`src/rtl/ram_tx_streamer_pkg.sv`:
```
// Shared types and constants for the tweetboard RAM transmit path.
// Default timing constants are also used by the receiver side.
package tweet_pkg;

  typedef enum logic [2:0] {
    ST_IDLE,
    ST_WAIT,
    ST_CHECK,
    ST_START,
    ST_DATA,
    ST_STOP
  } tx_state_e;

  localparam int VALID_BIT     = 15;
  localparam int FRAME_BITS    = 10;
  localparam int DATA_BITS     = 8;
  localparam int DEF_CLK_DIV   = 5208;
  localparam int DEF_MAX_CHARS = 160;

  // Baud counter width; a divider of 1 still needs one bit of state.
  function automatic int baud_w(input int div);
    return (div > 1) ? $clog2(div) : 1;
  endfunction

endpackage

```
`src/rtl/ram_tx_streamer_if.sv`:
```
// Control, RAM read port and serial status bundle of the transmit streamer.
// slave = streamer side, master = RAM owner / controller side.
interface ram_tx_streamer_if #(
  parameter int ADDR_W = 8
);
  logic              go;
  logic [ADDR_W-1:0] ram_addr;
  logic [15:0]       ram_rd_data;
  logic              serial_out;
  logic              busy;
  logic              done;
  logic [ADDR_W:0]   char_count;

  modport master (
    output go, ram_rd_data,
    input  ram_addr, serial_out, busy, done, char_count
  );

  modport slave (
    input  go, ram_rd_data,
    output ram_addr, serial_out, busy, done, char_count
  );
endinterface

```
`src/rtl/ram_tx_streamer_serializer.sv`:
```
// Baud counter, shift register and line driver for one 8N1 frame.
// The streamer FSM issues load/shift/stop/unload at each bit_done.
module tx_serializer
  import tweet_pkg::*;
#(
  parameter int CLK_DIV = DEF_CLK_DIV
) (
  input  logic       sysclk,
  input  logic       reset,
  input  logic       load,
  input  logic [7:0] load_data,
  input  logic       shift_bit,
  input  logic       send_stop,
  input  logic       unload,
  output logic       tx,
  output logic       busy,
  output logic       bit_done
);

  localparam int                BAUD_W    = baud_w(CLK_DIV);
  localparam logic [BAUD_W-1:0] BAUD_LAST = BAUD_W'(CLK_DIV - 1);

  logic [BAUD_W-1:0] baud_q, baud_d;
  logic [7:0]        shreg_q, shreg_d;
  logic              tx_q, tx_d;
  logic              busy_q, busy_d;

  assign bit_done = busy_q && (baud_q == BAUD_LAST);
  assign tx       = tx_q;
  assign busy     = busy_q;

  always_comb begin
    baud_d  = baud_q;
    shreg_d = shreg_q;
    tx_d    = tx_q;
    busy_d  = busy_q;
    if (load) begin
      shreg_d = load_data;
      tx_d    = 1'b0;
      baud_d  = '0;
      busy_d  = 1'b1;
    end else if (shift_bit) begin
      tx_d    = shreg_q[0];
      shreg_d = {1'b0, shreg_q[7:1]};
      baud_d  = '0;
    end else if (send_stop) begin
      tx_d   = 1'b1;
      baud_d = '0;
    end else if (unload) begin
      tx_d   = 1'b1;
      baud_d = '0;
      busy_d = 1'b0;
    end else if (busy_q) begin
      baud_d = bit_done ? '0 : baud_q + 1'b1;
    end
  end

  always_ff @(posedge sysclk or posedge reset) begin
    if (reset) begin
      baud_q  <= '0;
      shreg_q <= '0;
      tx_q    <= 1'b1;
      busy_q  <= 1'b0;
    end else begin
      baud_q  <= baud_d;
      shreg_q <= shreg_d;
      tx_q    <= tx_d;
      busy_q  <= busy_d;
    end
  end

endmodule

```
`src/rtl/ram_tx_streamer.sv`:
```
// Walks the message RAM from address 0 and sends each stored character as
// an 8N1 frame, stopping at the first empty entry or at MAX_CHARS.
//
// state    | meaning
// ST_IDLE  | line high, waiting for go
// ST_WAIT  | RAM read latency after an address change
// ST_CHECK | stop on empty entry / limit, else load the serializer
// ST_START | start bit on the line
// ST_DATA  | data bits, LSB first
// ST_STOP  | stop bit; then advance address and count
module ram_tx_streamer
  import tweet_pkg::*;
#(
  parameter int CLK_DIV   = DEF_CLK_DIV,
  parameter int MAX_CHARS = DEF_MAX_CHARS,
  parameter int ADDR_W    = 8
) (
  input  logic                sysclk,
  input  logic                reset,
  ram_tx_streamer_if.slave    bus
);

  localparam logic [ADDR_W:0]   LIMIT    = (ADDR_W + 1)'(MAX_CHARS);
  localparam logic [ADDR_W-1:0] ADDR_TOP = '1;

  tx_state_e         state_q, state_d;
  logic [2:0]        bit_cnt_q, bit_cnt_d;
  logic [ADDR_W-1:0] ram_addr_q, ram_addr_d;
  logic [ADDR_W:0]   char_count_q, char_count_d;
  logic              busy_q, busy_d;
  logic              done_q, done_d;

  logic ser_load, ser_shift, ser_stop, ser_unload;
  logic ser_tx, ser_busy, ser_bit_done, step;
  logic [6:0] unused_rd_bits;

  assign unused_rd_bits = bus.ram_rd_data[14:8];
  assign step           = ser_busy && ser_bit_done;

  tx_serializer #(.CLK_DIV(CLK_DIV)) u_ser (
    .sysclk   (sysclk),
    .reset    (reset),
    .load     (ser_load),
    .load_data(bus.ram_rd_data[7:0]),
    .shift_bit(ser_shift),
    .send_stop(ser_stop),
    .unload   (ser_unload),
    .tx       (ser_tx),
    .busy     (ser_busy),
    .bit_done (ser_bit_done)
  );

  always_comb begin
    state_d      = state_q;
    bit_cnt_d    = bit_cnt_q;
    ram_addr_d   = ram_addr_q;
    char_count_d = char_count_q;
    busy_d       = busy_q;
    done_d       = 1'b0;
    ser_load     = 1'b0;
    ser_shift    = 1'b0;
    ser_stop     = 1'b0;
    ser_unload   = 1'b0;
    unique case (state_q)
      ST_IDLE: begin
        // a go coinciding with done is dropped; a fresh pulse is needed
        if (bus.go && !done_q) begin
          ram_addr_d   = '0;
          char_count_d = '0;
          busy_d       = 1'b1;
          state_d      = ST_WAIT;
        end
      end
      ST_WAIT: state_d = ST_CHECK;
      ST_CHECK: begin
        if (!bus.ram_rd_data[VALID_BIT] || char_count_q == LIMIT) begin
          done_d  = 1'b1;
          busy_d  = 1'b0;
          state_d = ST_IDLE;
        end else begin
          ser_load = 1'b1;
          state_d  = ST_START;
        end
      end
      ST_START: begin
        if (step) begin
          ser_shift = 1'b1;
          bit_cnt_d = '0;
          state_d   = ST_DATA;
        end
      end
      ST_DATA: begin
        if (step) begin
          if (bit_cnt_q == 3'(DATA_BITS - 1)) begin
            ser_stop = 1'b1;
            state_d  = ST_STOP;
          end else begin
            ser_shift = 1'b1;
            bit_cnt_d = bit_cnt_q + 3'd1;
          end
        end
      end
      ST_STOP: begin
        if (step) begin
          ser_unload   = 1'b1;
          char_count_d = char_count_q + 1'b1;
          // hold at the top address so a full-RAM run never re-reads entry 0
          ram_addr_d   = (ram_addr_q == ADDR_TOP) ? ram_addr_q : ram_addr_q + 1'b1;
          state_d      = ST_WAIT;
        end
      end
      default: state_d = ST_IDLE;
    endcase
  end

  always_ff @(posedge sysclk or posedge reset) begin
    if (reset) begin
      state_q      <= ST_IDLE;
      bit_cnt_q    <= '0;
      ram_addr_q   <= '0;
      char_count_q <= '0;
      busy_q       <= 1'b0;
      done_q       <= 1'b0;
    end else begin
      state_q      <= state_d;
      bit_cnt_q    <= bit_cnt_d;
      ram_addr_q   <= ram_addr_d;
      char_count_q <= char_count_d;
      busy_q       <= busy_d;
      done_q       <= done_d;
    end
  end

  assign bus.ram_addr   = ram_addr_q;
  assign bus.serial_out = ser_tx;
  assign bus.busy       = busy_q;
  assign bus.done       = done_q;
  assign bus.char_count = char_count_q;

endmodule
```
`src/flat_wrapper.sv`:
```
// flat-port wrapper written by rule: the top's interface ports become plain ports
module ram_tx_streamer_flat import tweet_pkg::*;
#(
  parameter int CLK_DIV   = DEF_CLK_DIV,
  parameter int MAX_CHARS = DEF_MAX_CHARS,
  parameter int ADDR_W    = 8
)
  (sysclk, reset, bus_go, bus_ram_rd_data, bus_ram_addr, bus_serial_out, bus_busy, bus_done, bus_char_count);
  ram_tx_streamer_if #(.ADDR_W(ADDR_W)) bus_i ();
  input  logic sysclk;
  input  logic reset;
  input wire logic [$bits(bus_i.go)-1:0] bus_go;
  input wire logic [$bits(bus_i.ram_rd_data)-1:0] bus_ram_rd_data;
  output wire logic [$bits(bus_i.ram_addr)-1:0] bus_ram_addr;
  output wire logic [$bits(bus_i.serial_out)-1:0] bus_serial_out;
  output wire logic [$bits(bus_i.busy)-1:0] bus_busy;
  output wire logic [$bits(bus_i.done)-1:0] bus_done;
  output wire logic [$bits(bus_i.char_count)-1:0] bus_char_count;
  assign bus_i.go = bus_go;
  assign bus_i.ram_rd_data = bus_ram_rd_data;
  assign bus_ram_addr = bus_i.ram_addr;
  assign bus_serial_out = bus_i.serial_out;
  assign bus_busy = bus_i.busy;
  assign bus_done = bus_i.done;
  assign bus_char_count = bus_i.char_count;
  ram_tx_streamer #(.CLK_DIV(CLK_DIV), .MAX_CHARS(MAX_CHARS), .ADDR_W(ADDR_W)) u_core (.sysclk(sysclk), .reset(reset), .bus(bus_i));
endmodule
```
`config.mk`:
```
export PLATFORM = sky130hd
export DESIGN_NAME = ram_tx_streamer_flat
export DESIGN_NICKNAME = d
export VERILOG_FILES = /design/src/rtl/ram_tx_streamer_pkg.sv /design/src/rtl/ram_tx_streamer_if.sv /design/src/rtl/ram_tx_streamer_serializer.sv /design/src/rtl/ram_tx_streamer.sv /design/src/flat_wrapper.sv
export SDC_FILE = /design/constraint.sdc
export NUM_CORES = 1
export LEC_CHECK = 0
export ABC_AREA = 1
export CORE_AREA = 2 2 79 81
export DETAILED_ROUTE_END_ITERATION = 10
export DIE_AREA = 0 0 81 83
export GPL_TIMING_DRIVEN = 0
export PLACE_DENSITY = 0.78
export SYNTH_ARGS = -nofsm -noshare
export SYNTH_HDL_FRONTEND = slang
export SYNTH_HIERARCHICAL = 1
export SYNTH_SLANG_ARGS = --single-unit
export TNS_END_PERCENT = 100
```
`constraint.sdc`:
```
create_clock -name sysclk -period 1.8 [get_ports sysclk]
set_input_delay 0.18 -clock sysclk [delete_from_list [all_inputs] [get_ports sysclk]]
set_output_delay 0.18 -clock sysclk [all_outputs]
set_load 0.005 [all_outputs]
```
==> flow_summary.toml <==
[logic_synthesis]
syn_inst = 373
yosys.cell_types.count = 33
synth_top_area_share_pct = 42.32
synthTopCellsByArea = "dfrtp_1, nand2_1, inv_1, nor2_1, nand3_1"
syn_avg_cell_area_um2 = 7.450
synth_area_um2 = 2779
syn_nets = 398
ys_seq_area_share_pct = 43.27
ys_ff_latch = 48
synth_area_leader_cell = "dfrtp_1"
yosys_warnings = 6

[floorplanning]
core_area_um2 = 5816
die_h_um = 83
rows = 28
io_pins = 39
initial_core_util_pct = 47.78
die_w_um = 81
dieArea_um2 = 6723

[setup_path]
r2r-start = "u_core/u_ser/baud_q[1]$_DFFE_PP0P_"
cp_max_fo = 10
crit_required_ps = 2000
worst-r2r-setup-slack_ps = -210
rr_worst_depth = 12
cp_data_arrival_time_ps = 2210
startpoint_type = "register"
worstReg2RegEnd = "u_core/bus.ram_addr[7]$_DFFE_PP0P_"
end_kind = "register"
worstSetupPathType = "reg2reg"

[layout]
nets = 469
drive_above_1_share_pct = 22.70
layout_commonest_cell = "nand2_1"
finish.instance_area_um2 = 3734
final_cell_mix = "nand2_1, dfrtp_1, inv_1"
n_antenna_cell = 0
fillers = 498
syn_to_final_growth_pct = 34.35

[pwr]
p_per_area_nw_per_um2 = 980.3
p_leak_nw = 1.825
p_total_w = 0.003660
ir_drop_mv = 0.5689

[grt]
gr-usage-all-layers_pct = 20.10
first_global_vias = 2467
grt_start_max_net_pins = 26
gr-total-overflow = 0
grt_pass1_wl_mm = 10.86
antenna_found_initial = 0

[detailed_routing]
drc = 0
ant_nets = 0
vias = 2686
via_per_inst = 5.165
drtIter0Drc = 151
wire_per_inst_um = 12.77
firstDrtPassIters = 4
wirelength_mm = 6.638

[status]
violations = "setup timing"
status = "finished with violations"

[cts]
cts_buffer_depth = 2
clk_pin_slew_ps = 90
cts_tree = "yes"
clockRootBuffer = "clkbuf_8"
cts_buffers = 5
cts_sinks = 48
insertion_delay_ps = 300
ctsHtreeMaxLevel = 2

[worst_hold_path]
hp-class = "in2async"

[sta]
slew_violations = 0
hold_viol_final = 0
fmax_mhz = 498.2
max_slew.worst_pin.slew_ps = 968.9
min_period_ps = 2007
rsz0062_at_grt = "yes"
setup_viol_count_final = 41
worst_clock_skew_ps = 2.840
post-route-period-util_pct = 111.5
relSlewSlack_pct = 35.33
fin_ws_ps = -207.4

[placed_design]
post_dp_cell_area_um2 = 3197
gp_congestion = 0.9018
numPortBuffers = 31
dp_hpwl_mm = 4.157

[flow_run]
drv_cap = 0
layout make-up:
type | count | area [um2] | share of cell area (%)
inverters | 53 | 209.0 | 5.597
plain buffers | 4 | 42.54 | 1.139
well taps | 75 | 93.84 | 2.513
clock inverters | 1 | 30.03 | 0.8043
multi-input cells | 269 | 1484 | 39.75
clock buffers | 7 | 96.34 | 2.580
flip-flops and latches | 48 | 1205 | 32.27
repair buffers | 63 | 573.1 | 15.35
report_power, final:
part | switching, W | internal (W)
clock network | 0.000368 | 0.000490
registers | 0.000187 | 0.00130
logic | 0.000721 | 0.000589
total | 0.00128 | 0.00238
metrics by stage:
step	setup TNS, ps	instances	util, %	worst slack [ps]	hold WS (ps)
3_3_place_gp	-13400	479	54.97	-481.4	462.9
2_1_floorplan	-885.5	373	-	-134.6	181.2
6_report	-5331	520	64.20	-207.4	377.8
4_1_cts	-4869	511	61.68	-229.9	411.5
3_5_place_dp	-14610	479	54.97	-507.0	469.9
5_1_grt	-10210	520	64.20	-323.8	448.8
what timing repair did:
action / 4_1_cts / 5_1_grt
setup endpoints to repair: 42 / 45
gates resized for setup: 29 / 24
gates cloned: 2 / 0
hold buffers: 0 / 0
pin swaps: 10 / 11
setup buffers: 23 / 10
endpoints found under the hold margin: 0 / 0
worst max-delay path, stage by stage, from the launching register on:
cell     delay [ps]
dfrtp_1         410
ha_4            170
nand2_4          70
nor4_4          320
nand2_4         140
buf_4           180
inv_4            70
nand2_4          70
nand2_4          90
o21ai_4         100
buf_8           160
nand2_1          70
o21ai_2          50
registers in the layout (all words and copies together), names as in the netlist:
signal / flops
u_core/u_ser/baud_q: 13
u_core/bus.char_count: 9
u_core/bus.ram_addr: 8
u_core/u_ser/shreg_q: 8
u_core/bit_cnt_q: 3
u_core/state_q: 3
u_core/bus.busy: 1
u_core/bus.done: 1
u_core/u_ser/busy: 1
u_core/u_ser/tx: 1
synth_stat cells (all sizes together):
cell and count:
nor3b 1, and3 1, a22o 1, inv 52
nand4 5, xor2 4, nor2 52, o21bai 1
a32oi 1, nand2 120, nor4 1, nand3 33
dfstp 1, dfrtp 47, o221ai 1, ha 6
a21oi 12, o211ai 1, o21ai 22, buf 4
nor3 5, clkinv 1, or2 1
worst max-delay path by stage:
stage / to / start / slack, ps
floorplan: u_core/u_ser/baud_q[12]$_DFFE_PP0P_ / u_core/u_ser/baud_q[3]$_DFFE_PP0P_ / -130
global placement: u_core/u_ser/baud_q[12]$_DFFE_PP0P_ / u_core/u_ser/baud_q[3]$_DFFE_PP0P_ / -480
detailed placement: u_core/u_ser/baud_q[12]$_DFFE_PP0P_ / u_core/u_ser/baud_q[3]$_DFFE_PP0P_ / -510
CTS: u_core/u_ser/baud_q[12]$_DFFE_PP0P_ / u_core/u_ser/baud_q[7]$_DFFE_PP0P_ / -230
global route: u_core/bus.ram_addr[7]$_DFFE_PP0P_ / u_core/u_ser/baud_q[1]$_DFFE_PP0P_ / -320
finish: u_core/bus.ram_addr[7]$_DFFE_PP0P_ / u_core/u_ser/baud_q[1]$_DFFE_PP0P_ / -210
cell families after synthesis:
| logic type | synth area share (%) |
|---|---|
| AND/OR/NAND/NOR | 35.21 |
| buffers and inverters | 8.734 |
| flip-flops | 43.27 |
| AO/OA/AOI/OAI | 8.825 |
| adder cells (fa/ha/maj) | 2.701 |
| XOR/XNOR | 1.261 |
per-layer routing:
layer | track usage, % | wire [um]
met1 | 26.61 | 3005
met2 | 32.61 | 3128
met3 | 3.696 | 355
met4 | 7.088 | 148
met5 | 0 | 0
No activity file was read; power rests on OpenSTA's default activity.
